`src/rtl/multi_pkg.sv`:
```
// Shared state encodings and sizing helper for the shift-add multiplier sequencer.
package multi_pkg;

   typedef enum logic [1:0] {
      ST_IDLE = 2'd0,
      ST_RUN  = 2'd1,
      ST_DONE = 2'd2
   } state_t;

   // Step counter width: enough for 0..WIDTH-1, never narrower than one bit.
   function automatic int cnt_w(input int width);
      return (width <= 2) ? 1 : $clog2(width);
   endfunction

endpackage

```
`src/rtl/multi_ctrl.sv`:
```
// Sequencer for the shift-add multiplier: one ALU step per multiplier bit, then a held result.
module multi_ctrl #(
   parameter int WIDTH      = 4,
   parameter int EARLY_EXIT = 0
) (
   input  logic                 clk,
   input  logic                 rst_n,
   input  logic                 in_valid,
   output logic                 in_ready,
   input  logic [WIDTH-1:0]     a_in,
   input  logic [WIDTH-1:0]     b_in,
   output logic                 need_add,
   output logic                 p_init,
   output logic [2*WIDTH-1:0]   AS,
   output logic                 out_valid,
   input  logic                 out_ready,
   output logic                 busy
);
   import multi_pkg::*;

   localparam int CNT_W = cnt_w(WIDTH);

   state_t               state_q, state_d;
   logic [2*WIDTH-1:0]   a_sh_q, a_sh_d;
   logic [WIDTH-1:0]     b_sh_q, b_sh_d;
   logic [CNT_W-1:0]     cnt_q, cnt_d;
   logic                 last_step;

   // The current bit is the last one either by count or, with early exit, because no set bits remain above it.
   assign last_step = (cnt_q == CNT_W'(WIDTH - 1)) ||
                      ((EARLY_EXIT != 0) && ((b_sh_q >> 1) == '0));

   assign busy = (state_q != ST_IDLE);

   always_ff @(posedge clk or negedge rst_n) begin
      if (!rst_n) begin
         state_q <= ST_IDLE;
         a_sh_q  <= '0;
         b_sh_q  <= '0;
         cnt_q   <= '0;
      end else begin
         state_q <= state_d;
         a_sh_q  <= a_sh_d;
         b_sh_q  <= b_sh_d;
         cnt_q   <= cnt_d;
      end
   end

   always_comb begin
      state_d   = state_q;
      a_sh_d    = a_sh_q;
      b_sh_d    = b_sh_q;
      cnt_d     = cnt_q;
      in_ready  = 1'b0;
      need_add  = 1'b0;
      p_init    = 1'b0;
      AS        = '0;
      out_valid = 1'b0;

      case (state_q)
         ST_IDLE: begin
            in_ready = 1'b1;
            if (in_valid) begin
               a_sh_d  = {{WIDTH{1'b0}}, a_in};
               b_sh_d  = b_in;
               cnt_d   = '0;
               state_d = ST_RUN;
            end
         end
         ST_RUN: begin
            need_add = b_sh_q[0];
            AS       = a_sh_q;
            p_init   = (cnt_q == '0);
            a_sh_d   = a_sh_q << 1;
            b_sh_d   = b_sh_q >> 1;
            if (last_step) begin
               state_d = ST_DONE;
            end else begin
               cnt_d = cnt_q + CNT_W'(1);
            end
         end
         ST_DONE: begin
            out_valid = 1'b1;
            if (out_ready) begin
               state_d = ST_IDLE;
            end
         end
         default: begin
            state_d = ST_IDLE;
         end
      endcase
   end

endmodule

```
`config.mk`:
```
export PLATFORM = sky130hd
export DESIGN_NAME = multi_ctrl
export DESIGN_NICKNAME = d
export VERILOG_FILES = /design/src/rtl/multi_pkg.sv /design/src/rtl/multi_ctrl.sv
export SDC_FILE = /design/constraint.sdc
export NUM_CORES = 1
export LEC_CHECK = 0
export CORE_MARGIN = 1.5
export CORE_UTILIZATION = 41
export DETAILED_ROUTE_END_ITERATION = 6
export PLACE_DENSITY_LB_ADDON = 0.1
export RECOVER_POWER = 25
export REMOVE_ABC_BUFFERS = 1
export SLEW_MARGIN = 10
export SYNTH_ARGS = -nofsm -noshare
export SYNTH_HDL_FRONTEND = slang
export SYNTH_SLANG_ARGS = --single-unit
```
`constraint.sdc`:
```
create_clock -name clk -period 1.1 [get_ports clk]
set_input_delay 0.11 -clock clk [delete_from_list [all_inputs] [get_ports clk]]
set_output_delay 0.11 -clock clk [all_outputs]
set_load 0.02 [all_outputs]
```
=== Word-level counts from Yosys, hierarchy flattened ===
Cells that the tools add are included.
W data, S select, Z words.

* Register bits: 16
* Input port bits: 12
* Output and inout port bits: 13
* Logic and storage cells: 35

* Add/sub/neg operators: 1
* Equality and inequality tests: 7
* Muxes and demuxes: 16
* Reductions and logical operators: 7

{| class="wikitable"
|+ Operators by type and width
! operator !! count
|-
| $mux W8 || 2
|-
| $pmux W8 S2 || 1
|-
| $mux W2 || 5
|-
| $ne A2 B2 Y1 const B || 4
|-
| $pmux W4 S2 || 1
|-
| $pmux W2 S3 || 1
|-
| $reduce_and A3 Y1 || 2
|-
| $eq A2 B2 Y1 const B || 2
|-
| $logic_not A2 Y1 || 2
|-
| $mux W1 || 4
|-
| $mux W4 || 1
|-
| $pmux W2 S2 || 1
|-
| $reduce_bool A2 Y1 || 2
|-
| $add A2 B1 Y2 const B || 1
|-
| $eq A2 B1 Y1 const B || 1
|-
| $reduce_and A2 Y1 || 1
|}

=== Logic depth before layout (Yosys ltp) ===
* Word-level depth: 3
* Gate-level depth with buffers: 4
* Gate-level depth less buffers: 4

=== Least setup slack after synthesis ===
No wires, ideal clock.

* Path type: reg2out
* From: register state_q[0]
* To: output busy
* Arrival time: 1.044 ns
* Data required time: 0.990 ns
* Setup slack: -0.054 ns
* Cell stages (with the launch flop): 4
* Buffers on the path: 1
* Path through: dfrtp_1 > buf_2 > nor2_1 > inv_1

* Word-level cells in the longest chain between the ends: 1

{| class="wikitable"
|+ RTL lines
! item !! RTL line !! text
|-
| from (decl) || multi_ctrl.sv:23 || <nowiki>state_t state_q, state_d;</nowiki>
|-
| from (signal assigned) || multi_ctrl.sv:42 || <nowiki>state_q <= state_d;</nowiki>
|-
| $reduce_bool A2 Y1 || multi_ctrl.sv:33 || <nowiki>assign busy = (state_q != ST_IDLE);</nowiki>
|-
| to (decl) || multi_ctrl.sv:17 || <nowiki>output logic busy</nowiki>
|}

Every way passes these cells.

=== Worst setup path after layout ===
* From: register state_q[1]
* To: output AS[3]

* Word-level cells in the longest chain between the ends: 2

{| class="wikitable"
|+ RTL lines
! item !! RTL line !! text
|-
| $eq A2 B1 Y1 || multi_ctrl.sv:60 || <nowiki>case (state_q)</nowiki>
|-
| $mux W8 || multi_ctrl.sv:60 ||
|-
| to (decl) || multi_ctrl.sv:14 || <nowiki>output logic [2*WIDTH-1:0] AS,</nowiki>
|}

Every way passes these cells.

==> results.yml <==
run_status:
  run_status: "finished, violations left"
  failed_checks: "setup timing"
synth:
  post-synth-top-area-fraction: 0.475
  synth_flop_cell: "dfrtp_1"
  synth.ff_latch_count: 16
  mappedNetlistArea_sq_um: 843
  netlist-cell-type-count: 23
  synth_edf_count: 0
  synth_cells: 89
  ys_async_sr_fraction: 1.00
  synth_warnings: 0
  cell_types_with_the_largest_area_share_after_synthesis: "dfrtp_1 (47%), o22ai_1 (8.9%), and2_1 (7.4%), buf_4 (5.3%), a21oi_1 (4.7%)"
  post-synth-top-area-cell: "dfrtp_1"
  seq_area_frac_synth: 0.475
  avgSynthCellArea_sq_um: 9.48
power_and_ir_drop:
  p_leak_nw: 0.692
  max-vdd-ir-drop_mv: 1.86
  fin_total_pwr_w: 0.00471
  power_density_nw_per_um2: 3160
run:
  drv_cap: 0
timing:
  hold_violations: 0
  final_max_slew_viol_count: 0
  final_count_of_negative_setup_slack_endpoints: 27
  timing.final.crit_share: 1.24
  worst-slew-pin-transition_ps: 415
  timing.final.ws_setup_ps: -262
  finalCriticalPeriod_ps: 1360
  clock_skew_ps: 0.819
  grt_setup_unrepaired: "yes"
  achievable-frequency_mhz: 734
  worst_slew_margin_rel: 0.723
  setup_tns_ps: -4150
  hold_ws_ps: 264
setup_path:
  critical_path_arrival_ps: 1250
  regToRegSetupSlack_ps: -180
  crit_path_start_kind: "flip-flop"
  timing.critical_path.fanout_max: 8
  timing_worst_setup_path_type: "flip-flop to primary output"
  ff2ff_path_depth: 6
  worst_r2r_endpoint: "a_sh_q[5]"
  worst_r2r_startpoint: "state_q[0]"
  cp_data_required_time_ps: 990
  cp-end-kind: "primary output"
cells_and_area:
  layout_area_growth_over_synthesis_pct: 76.7
  antenna_cells: 0
  fillCellCount: 141
  finish.net_count: 146
  layout_common_cells: "buf_6 (17), dfrtp_1 (16), buf_4 (15), clkdlybuf4s50_1 (10), and2_4 (9)"
  sequential_cell_area_sq_um: 400
  layoutNonFillerInstCount: 158
  layout_commonest_cell: "buf_6"
  fraction_of_final_layout_cells_sized_beyond_drive_strength_1: 0.557
  multi_input_comb_area_sq_um: 558
floorplan:
  floorplan.io_pins: 25
  row_count: 16
  die_y_microns: 48.4
  start_util: 0.434
  core_area_sq_um: 1940
  die_width_microns: 48.4
  design.die.area_sq_um: 2340
clocking:
  number_of_buffers_added_to_fix_hold_violations_after_cts: 0
  clk_root_buffer_cell: "clkbuf_4"
  cts_max_path_buffers: 2
  cts_buffers: 3
  tritoncts: "yes"
  cts.sinks: 16
  clkTransAtPathRegs_ps: 100
  worst_skew_pair.late_latency_ps: 290
  h-tree-depth: 1
global_route:
  grt_antenna_before_repair: 0
  via_count_of_the_first_global_routing_pass: 787
  global_route_usage_over_all_layers: 0.199
  grt_pass1_wl_mm: 3.60
  grt_start_max_net_pins: 17
  globalRouteOverflowTotal: 0
detailed_routing:
  antenna_left: 0
  number_of_vias_per_cell: 5.15
  drt_iter0_markers: 8
  drc: 0
  avgRoutedWirePerCell_microns: 14.9
  firstDrtPassIters: 4
  totalWireLength_mm: 2.35
  route.vias.total: 814
hold_path:
  worst_hold_path_type: "primary input to async pin"
placement:
  detailed_place_hpwl_mm: 1.35
  post-place-cells: 148
  place.gp.congestion: 0.737
  placement.io_buffers: 24
-- synthesized netlist by cell type (2+ instances only) --
master	instances
o21ai_0	4
buf_2	2
ha_1	2
nand2b_2	2
o22ai_1	12
inv_1	3
nor2b_1	2
and2_1	10
buf_4	6
nor2_1	4
a21oi_1	8
a21o_1	4
nand2_1	4
o2bb2ai_1	2
dfrtp_1	16
-- metrics by stage --
stage / setup slack (ps) / util / area [sq um]
CTS: -255 / 0.689 / 1340
finish: -262 / 0.767 / 1490
global placement: -404 / 0.609 / 1180
detailed placement: -420 / 0.609 / 1180
global route: -319 / 0.767 / 1490
floorplan: -196 / - / 788
-- repair_timing --
| item | 4_1_cts | 5_1_grt |
|---|---|---|
| resized for setup | 103 | 25 |
| pin swaps | 12 | 5 |
| setup buffers | 3 | 4 |
| endpoints found under the setup margin | 26 | 29 |
-- how the worst max path moves through the flow --
stage | start | endpoint | slack (ps) | cells past startpoint
3_3_place_gp | state_q[1] | AS[3] | -400 | 4
4_1_cts | state_q[1] | AS[6] | -260 | 4
5_1_grt | state_q[1] | AS[5] | -320 | 4
6_report | state_q[1] | AS[3] | -260 | 4
3_5_place_dp | state_q[1] | AS[4] | -420 | 4
2_1_floorplan | state_q[0] | a_sh_q[4] | -200 | 3
-- worst max-delay path, stage by stage (launching register included) --
cell and delay (ps):
dfrtp_1 430, nor2b_4 140, buf_6 130, and2_4 150, buf_6 110
-- sequential cells by signal, summed over array words and instances, names as in the netlist --
name	flops
b_sh_q	4
cnt_q	2
state_q	2
a_sh_q	8
-- routing by layer --
| layer | up-vias | part of all wire | GRT usage |
|---|---|---|---|
| met2 | 17 | 0.56 | 0.361 |
| li1 | 397 | - | - |
| met1 | 396 | 0.40 | 0.245 |
| met4 | 0 | 0.013 | 0.0714 |
| met3 | 4 | 0.026 | 0.0216 |
| met5 | - | 0 | 0 |
-- area by class of cell --
| cell class | instances | share of cell area |
|---|---|---|
| clock buffers | 4 | 0.0243 |
| inverters | 5 | 0.0151 |
| multi-input cells | 60 | 0.374 |
| flip-flops and latches | 16 | 0.269 |
| well taps | 27 | 0.0227 |
| repair buffers | 46 | 0.295 |
-- report_power, final --
group | switching [W] | internal (W)
logic | 0.00154 | 0.00172
registers | 0.000176 | 0.000857
clock network | 0.000210 | 0.000202
total | 0.00193 | 0.00278
-- logic make-up (layout without fill, tap and decap cells) --
family,count (synthesis),in the layout,synth area share
buffers and inverters,13,55,0.0875
and+or+nand+nor,26,26,0.174
DFF,16,16,0.475
adders and majority gates,2,2,0.0297
AOI/OAI and AO/OA,32,32,0.234
Note: power is estimated with default switching activity, not from simulation.
